==> config.mk <==
export PLATFORM = sky130hd
export DESIGN_NAME = alu_wide_sequencer
export DESIGN_NICKNAME = d
export VERILOG_FILES = /design/src/rtl/alu_wide_sequencer.sv
export SDC_FILE = /design/constraint.sdc
export NUM_CORES = 1
export LEC_CHECK = 0
export ABC_AREA = 1
export BUFFER_PORTS_ARGS = -buffer_cell sky130_fd_sc_hd__buf_2
export CORE_ASPECT_RATIO = 1.75
export CORE_MARGIN = 4
export CORE_UTILIZATION = 52
export CTS_CLUSTER_SIZE = 16
export DETAILED_ROUTE_END_ITERATION = 10
export PLACE_DENSITY = 0.8
export SLEW_MARGIN = 20
export SYNTH_ARGS = -nofsm -noshare
export SYNTH_HDL_FRONTEND = slang
export SYNTH_SLANG_ARGS = --single-unit
export TNS_END_PERCENT = 5
==> constraint.sdc <==
create_clock -name Clock -period 10.9 [get_ports Clock]
set_input_delay 0.545 -clock Clock [delete_from_list [all_inputs] [get_ports Clock]]
set_output_delay 0.545 -clock Clock [all_outputs]
set_load 0.01 [all_outputs]
==> src/rtl/alu_wide_sequencer.sv <==
`default_nettype none
// ============================================================================
// Module   : alu_wide_sequencer
// Purpose  : Initiator-side controller that runs 64-bit operation requests
//            on a 32-bit ALU as two 32-bit steps. The carry between the two
//            halves passes through the ALU flag register.
// Ports    : Clock, Reset (async, active-high)
//            ReqValid/ReqReady/ReqOp/ReqA/ReqB          - request channel
//            RespValid/RespReady/RespData/RespFlags/RespErr - response channel
//            AluA/AluB/AluFunSel/AluWF                   - drive to ALU
//            AluOut/AluFlags                             - return from ALU
// Revision : 1.0 - initial release
// ============================================================================
module alu_wide_sequencer (
    input  logic        Clock,
    input  logic        Reset,
    input  logic        ReqValid,
    output logic        ReqReady,
    input  logic [2:0]  ReqOp,
    input  logic [63:0] ReqA,
    input  logic [63:0] ReqB,
    output logic        RespValid,
    input  logic        RespReady,
    output logic [63:0] RespData,
    output logic [3:0]  RespFlags,
    output logic        RespErr,
    output logic [31:0] AluA,
    output logic [31:0] AluB,
    output logic [4:0]  AluFunSel,
    output logic        AluWF,
    input  logic [31:0] AluOut,
    input  logic [3:0]  AluFlags
);

    localparam logic [2:0] c_OP_ADD = 3'b000;
    localparam logic [2:0] c_OP_AND = 3'b001;
    localparam logic [2:0] c_OP_OR  = 3'b010;
    localparam logic [2:0] c_OP_XOR = 3'b011;
    localparam logic [2:0] c_OP_NOT = 3'b100;
    localparam logic [2:0] c_OP_LSL = 3'b101;
    localparam logic [2:0] c_OP_LSR = 3'b110;
    localparam logic [2:0] c_OP_RSV = 3'b111;

    localparam logic [4:0] c_FS_IDLE = 5'b10000;

    localparam logic [2:0] c_ST_IDLE  = 3'd0;
    localparam logic [2:0] c_ST_STEP1 = 3'd1;
    localparam logic [2:0] c_ST_STEP2 = 3'd2;
    localparam logic [2:0] c_ST_FLAG  = 3'd3;
    localparam logic [2:0] c_ST_RESP  = 3'd4;

    logic [2:0]  r_state;
    logic [2:0]  w_next_state;
    logic [2:0]  r_op;
    logic [63:0] r_a;
    logic [63:0] r_b;
    logic [31:0] r_res_lo;
    logic [31:0] r_res_hi;
    logic        w_hi_first;
    logic [4:0]  w_fs_step1;
    logic [4:0]  w_fs_step2;
    logic        w_use_c;
    logic        w_use_v;

    // LSR must move bit 32 down into bit 31, so the high word runs first and
    // its shifted-out bit enters the low word as the carry.
    assign w_hi_first = (r_op == c_OP_LSR);
    assign w_use_c    = (r_op == c_OP_ADD) || (r_op == c_OP_LSL) || (r_op == c_OP_LSR);
    assign w_use_v    = (r_op == c_OP_ADD);

    // STEP1 codes never consume the incoming carry, so the ALU flag register
    // contents at request start do not matter.
    always_comb begin
        w_fs_step1 = c_FS_IDLE;
        w_fs_step2 = c_FS_IDLE;
        case (r_op)
            c_OP_ADD: begin w_fs_step1 = 5'b10100; w_fs_step2 = 5'b10101; end
            c_OP_AND: begin w_fs_step1 = 5'b10111; w_fs_step2 = 5'b10111; end
            c_OP_OR:  begin w_fs_step1 = 5'b11000; w_fs_step2 = 5'b11000; end
            c_OP_XOR: begin w_fs_step1 = 5'b11001; w_fs_step2 = 5'b11001; end
            c_OP_NOT: begin w_fs_step1 = 5'b10010; w_fs_step2 = 5'b10010; end
            c_OP_LSL: begin w_fs_step1 = 5'b11011; w_fs_step2 = 5'b11110; end
            c_OP_LSR: begin w_fs_step1 = 5'b11100; w_fs_step2 = 5'b11111; end
            default:  begin w_fs_step1 = c_FS_IDLE; w_fs_step2 = c_FS_IDLE; end
        endcase
    end

    // State register
    always_ff @(posedge Clock or posedge Reset) begin
        if (Reset) begin
            r_state <= c_ST_IDLE;
        end else begin
            r_state <= w_next_state;
        end
    end

    // Next-state logic
    always_comb begin
        w_next_state = r_state;
        case (r_state)
            c_ST_IDLE: begin
                if (ReqValid) begin
                    w_next_state = (ReqOp == c_OP_RSV) ? c_ST_RESP : c_ST_STEP1;
                end
            end
            c_ST_STEP1: w_next_state = c_ST_STEP2;
            c_ST_STEP2: w_next_state = c_ST_FLAG;
            c_ST_FLAG:  w_next_state = c_ST_RESP;
            c_ST_RESP: begin
                if (RespReady) begin
                    w_next_state = c_ST_IDLE;
                end
            end
            default:    w_next_state = c_ST_IDLE;
        endcase
    end

    // Output logic
    always_comb begin
        ReqReady  = 1'b0;
        RespValid = 1'b0;
        AluA      = 32'd0;
        AluB      = 32'd0;
        AluFunSel = c_FS_IDLE;
        AluWF     = 1'b0;
        case (r_state)
            c_ST_IDLE: ReqReady = 1'b1;
            c_ST_STEP1: begin
                AluWF     = 1'b1;
                AluFunSel = w_fs_step1;
                AluA      = w_hi_first ? r_a[63:32] : r_a[31:0];
                AluB      = w_hi_first ? r_b[63:32] : r_b[31:0];
            end
            c_ST_STEP2: begin
                AluWF     = 1'b1;
                AluFunSel = w_fs_step2;
                AluA      = w_hi_first ? r_a[31:0] : r_a[63:32];
                AluB      = w_hi_first ? r_b[31:0] : r_b[63:32];
            end
            c_ST_RESP: RespValid = 1'b1;
            default: begin
                ReqReady  = 1'b0;
                RespValid = 1'b0;
            end
        endcase
    end

    // Request latch, result capture and response registers
    always_ff @(posedge Clock or posedge Reset) begin
        if (Reset) begin
            r_op      <= 3'd0;
            r_a       <= 64'd0;
            r_b       <= 64'd0;
            r_res_lo  <= 32'd0;
            r_res_hi  <= 32'd0;
            RespData  <= 64'd0;
            RespFlags <= 4'd0;
            RespErr   <= 1'b0;
        end else begin
            case (r_state)
                c_ST_IDLE: begin
                    if (ReqValid) begin
                        r_op <= ReqOp;
                        r_a  <= ReqA;
                        r_b  <= ReqB;
                        if (ReqOp == c_OP_RSV) begin
                            RespData  <= 64'd0;
                            RespFlags <= 4'd0;
                            RespErr   <= 1'b1;
                        end else begin
                            RespErr   <= 1'b0;
                        end
                    end
                end
                c_ST_STEP1: begin
                    if (w_hi_first) r_res_hi <= AluOut;
                    else            r_res_lo <= AluOut;
                end
                c_ST_STEP2: begin
                    if (w_hi_first) r_res_lo <= AluOut;
                    else            r_res_hi <= AluOut;
                end
                c_ST_FLAG: begin
                    // AluFlags now hold the STEP2 result: its carry and
                    // overflow are those of the full 64-bit operation.
                    RespData  <= {r_res_hi, r_res_lo};
                    RespFlags <= {({r_res_hi, r_res_lo} == 64'd0),
                                  w_use_c & AluFlags[2],
                                  r_res_hi[31],
                                  w_use_v & AluFlags[0]};
                end
                default: begin
                end
            endcase
        end
    end

endmodule
`default_nettype wire

# Word level (Yosys, flattened, before mapping)
# Cells that the tools add are included.
dict set report totals {
  ff_bits 267
  word_cells 69
  output_inout_bits 141
  inputBits 171
}
dict set report op_classes {
  muxes 27
  n_reduce_logical 13
  eq_ne 18
  bitwise 2
}
# op n
set op_table {}
lappend op_table {{32-bit one-hot mux with 2 select lines} 4}
lappend op_table {{32-bit 2-to-1 mux} 6}
lappend op_table {{64-bit 2-to-1 mux} 2}
lappend op_table {{64-bit one-hot mux with 2 select lines} 1}
lappend op_table {{64-bit zero test} 1}
lappend op_table {{4-bit one-hot mux with 7 select lines} 2}
lappend op_table {{3-bit == test (second input constant)} 5}
lappend op_table {{3-bit one-hot mux with 5 select lines} 1}
lappend op_table {{2-bit != test (second input constant)} 7}
lappend op_table {{3-bit by 2-bit == test with 1-bit output (second input constant)} 4}
lappend op_table {{5-bit one-hot mux with 2 select lines} 1}
lappend op_table {{3-bit 2-to-1 mux} 3}
lappend op_table {{3-bit AND reduction} 3}
lappend op_table {{4-bit 2-to-1 mux} 2}
lappend op_table {{4-bit one-hot mux with 2 select lines} 1}
lappend op_table {{3-bit by 1-bit == test with 1-bit output (second input constant)} 2}
lappend op_table {{3-bit zero test} 2}
lappend op_table {{1-bit 2-to-1 mux} 4}
lappend op_table {{2-bit AND reduction} 2}
lappend op_table {{2-bit nonzero test} 2}
lappend op_table {{1-bit bitwise AND} 2}
lappend op_table {{1-bit logical OR} 2}
lappend op_table {{2-bit OR reduction} 1}

# Logic depth before layout (Yosys ltp)
dict set report logic_depth {
  depth_word 5
  mapped_depth 9
  ltp_nobuf 7
}

# Worst setup path before layout
# No wires, ideal clock.
dict set report synth_timing {
  kind {reg2out}
  start {register r_state[1]}
  end {output port AluB[29]}
  arrival_time_ns 1.418
  t_required_ns 10.355
  path_stages_with_launch 8
  path_buffers 2
  path_slack_ns 8.937
  path_cell_list {dfrtp_1 inv_1 nand3_1 nand2_1 o21ai_1 buf_4 buf_2 o21ai_0}
}
dict set report synth_between {
  elab_chain_len 2
}
# element line_no
set synth_lines {}
lappend synth_lines {{start, declared} 52} ;# logic [2:0] r_state;
lappend synth_lines {{start signal, assigned} 91} ;# r_state <= c_ST_IDLE;
lappend synth_lines {{start signal, assigned} 93} ;# r_state <= w_next_state;
lappend synth_lines {{3-bit by 2-bit == test with 1-bit output or 3-bit by 1-bit == test with 1-bit output (tied branches)} 126} ;# case (r_state)
lappend synth_lines {{32-bit one-hot mux with 2 select lines *} 126}
lappend synth_lines {{end, declared} 28} ;# output logic [31:0] AluB,
# Mark *: on every way between the ends. The rest lies on a longest branch, timed or not.

# Final worst setup path
dict set report layout_timing {
  start {register r_op[0]}
  end {output port AluA[11]}
}
dict set report layout_between {
  elab_chain_len 3
}
# element line_no
set layout_lines {}
lappend layout_lines {{start, declared} 54} ;# logic [2:0] r_op;
lappend layout_lines {{start signal, assigned} 163} ;# r_op <= ReqOp;
lappend layout_lines {{3-bit == test *} 67} ;# assign w_hi_first = (r_op == c_OP_LSR);
lappend layout_lines {{32-bit 2-to-1 mux, on equally long branches} {137, 131}}
lappend layout_lines {{32-bit one-hot mux with 2 select lines *} 126}
lappend layout_lines {{end, declared} 27} ;# output logic [31:0] AluA,
# Marked as above.

==> results.md <==
- Worst Reg-to-Reg Cells: 8
- Warnings from Yosys: 0
- Compound-gate portion of the synthesized area: 11.35%
- Post-Layout Cell Count: 1860
- DRC viols: 0
- Worst R2R Start: r_state[2]$_DFFE_PP0P_
- Largest family of logic cells by synthesized area: simple AND/OR/NAND/NOR gates
- Vias per cell: 5.099
- Cell count after synthesis: 1319
- Max Slew Vio Count: 0
- FMAX: 0.3063 GHz
- Hold Vio Cnt, Final: 0
- Number of global-route vias before repair: 9753
- H-tree levels: 1
- Clk_lat worst skew: 0.52 ns
- Post-CTS resize count: 0
- Synthesis-stage register bit count: 266
- Max_cap viols: 0
- RSZ-0062 raised after global routing: no
- Layout cells sized above 1: 22.82%
- Xor/xnor share of the synthesized area: 0%
- Die Width: 118.5 um
- Die area: 0.02386 mm^2
- Pleak: 7.336 nW
- Worst Setup Start Kind: register
- Async S/R FF share, synth: 100.0%
- Status: completed
- Synthesized area per cell: 8.423 um^2
- Gr ovfl total: 0
- Io pins: 312
- First-pass GRT wire length: 46910 um
- Initial core utilization: 53.07%
- Pwr Density: 314.2 mW/mm^2
- Inserted Diodes: 0
- Placer congestion estimate: 0.8264
- Row count: 70
- Initial DRC count: 666
- R2R setup slack: 7.77 ns
- Nets: 1763
- Max Root-Sink Buffers: 3
- Mapped Nets: 1490
- Post-DP HPWL: 19670 um
- CTS buffer count: 24
- Worst Path Required: 10.36 ns
- Simple-gate share of the synthesized area: 20.24%
- Min-delay worst type: in2async
- Setup TNS: 0 ns
- Setup violators final: 0
- CTS tree: done
- Rel. slew slack: 29.40%
- Syn Std Cell Area: 0.01111 mm^2
- Main synth FF type: dfrtp_1
- DR pass1 iterations: 5
- Largest area contributor in the netlist: dfrtp_1
- Worst Path Max Fanout: 63
- CTS Sinks: 266
- # hold bufs at CTS: 0
- Crit path kind: reg2out
- Input/output buffers: 308
- DR vias: 9484
- Fin area: 0.01349 mm^2
- Post-synth top cells: 525 x nand2_1, 266 x dfrtp_1, 207 x o21ai_0
- Number of synthesized flops with an enable pin: 0
- Die H: 201.4 um
- Worst-Margin Slew: 1.059 ns
- Placed cell areas: 0.01266 mm^2
- Setup Fix Bufs, Post-CTS: 0
- Reg-to-Reg End: r_b[48]$_DFFE_PP0P_
- Root Buffer Master: clkbuf_16
- Dominant cells by area after synthesis: dfrtp_1 60%, nand2_1 18%, o21ai_0 9.3%, inv_1 4.6%, buf_4 2.1%
- Synth top area share: 59.92%
- Area grow syn2layout: 21.39%
- Critical path origin: r_op[0]$_DFFE_PP0P_
- Count leader, synth: nand2_1
- Clk slew on worst S/H paths: 0.07 ns
- Routed Antenna Nets: 0
- Initial antenna violation count: 1
- CORE AREA: 0.02093 mm^2
- Layout Skew: 0.01123 ns
- Global Route Usage Sum: 23.87%
- Largest net degree at the start of global routing: 125
- # placed instances: 1818
- DRT Wirelength: 28630 um
- PnR Total Power: 4.237 mW
- Final Cycle Share: 29.95%
- Adder-cell area share of the yosys netlist: 0%
- Mux cell area share after synthesis: 0%
- Min cycle time layout: 3.265 ns
- Seq/Total Area, Yosys: 59.92%
- Crit path DAT: 2.72 ns
- Maximum VDD drop: 213.9 uV
- Post-DR wirelength/cell: 15.39 um
- Worst setup EP type: output port
- Yosys cell types: 20
routing by layer:
layer,GRT usage [%],part of all wire [%]
met1,26.55,37
met2,42.83,52
met3,5.568,7.0
met4,11.36,4.6
met5,0,0.045
worst max-delay path: stages, from the launching register on:
cell	delay, ns
dfrtp_1	0.40
inv_1	0.10
nand3_1	0.12
inv_1	0.21
nand2_1	0.12
o21ai_4	0.07
buf_4	0.57
nand2_1	0.09
o21ai_0	0.23
buf_2	0.23
through the flow:
step / worst slack [ns] / hold WS [ns] / util (%)
floorplan: 3.030 / 0.4492 / -
global placement: 7.759 / 0.4500 / 60.50
detailed placement: 7.746 / 0.4538 / 60.50
CTS: 7.586 / 0.2016 / 64.41
global route: 7.423 / 0.2140 / 64.42
finish: 7.635 / 0.1721 / 64.42
worst max path at each step:
stage	to	slack [ns]	depth (start not counted)
floorplan	RespData[0]$_DFFE_PP0P_	3.03	1
global placement	r_res_hi[3]$_DFFE_PP0P_	7.76	4
detailed placement	r_b[52]$_DFFE_PP0P_	7.75	4
CTS	AluA[11]	7.59	9
global route	r_a[42]$_DFFE_PP0P_	7.42	8
finish	AluA[11]	7.64	9
sequential cells by signal, summed over array words and instances (netlist names):
register	flops
r_res_hi	32
r_state	3
r_res_lo	32
RespData	63
RespErr	1
RespFlags	4
r_op	3
r_a	64
r_b	64
cell usage in the layout (no fill, tap or decap):
| cell | n |
|---|---|
| a21oi_1 | 11 |
| a21oi_4 | 1 |
| a22oi_1 | 1 |
| buf_2 | 308 |
| buf_4 | 9 |
| buf_6 | 1 |
| bufinv_16 | 2 |
| clkbuf_1 | 4 |
| clkbuf_16 | 25 |
| clkbuf_8 | 6 |
| clkinv_2 | 2 |
| clkinv_4 | 1 |
| clkinvlp_4 | 1 |
| conb_1 | 1 |
| dfrtp_1 | 266 |
| inv_1 | 134 |
| inv_2 | 4 |
| inv_4 | 1 |
| inv_6 | 1 |
| inv_8 | 1 |
| nand2_1 | 525 |
| nand2_2 | 1 |
| nand3_1 | 8 |
| nand4_1 | 1 |
| nor2_1 | 53 |
| nor3_1 | 2 |
| nor3_4 | 1 |
| o21ai_0 | 207 |
| o21ai_1 | 28 |
| o21ai_4 | 2 |
report_power, final:
group          internal (mW)  switching, mW
registers               1.46          0.229
logic                  0.559           1.12
clock network          0.508          0.364
total                   2.52           1.71
logic make-up after synthesis:
kind of cell | count (synthesis)
AOI/OAI and AO/OA | 250
buffers and inverters | 211
other | 1
and+or+nand+nor | 591
DFF | 266
layout make-up:
| class | instances | area [um^2] |
|---|---|---|
| clock buffer | 35 | 723.2 |
| clock inverter | 7 | 95.09 |
| fill | 1761 | 7447 |
| inverter | 140 | 535.5 |
| multi-input combinational | 842 | 3540 |
| sequential | 266 | 6656 |
| tap | 252 | 315.3 |
| timing repair buffer | 318 | 1620 |
Power figures use the tool's default switching activity.
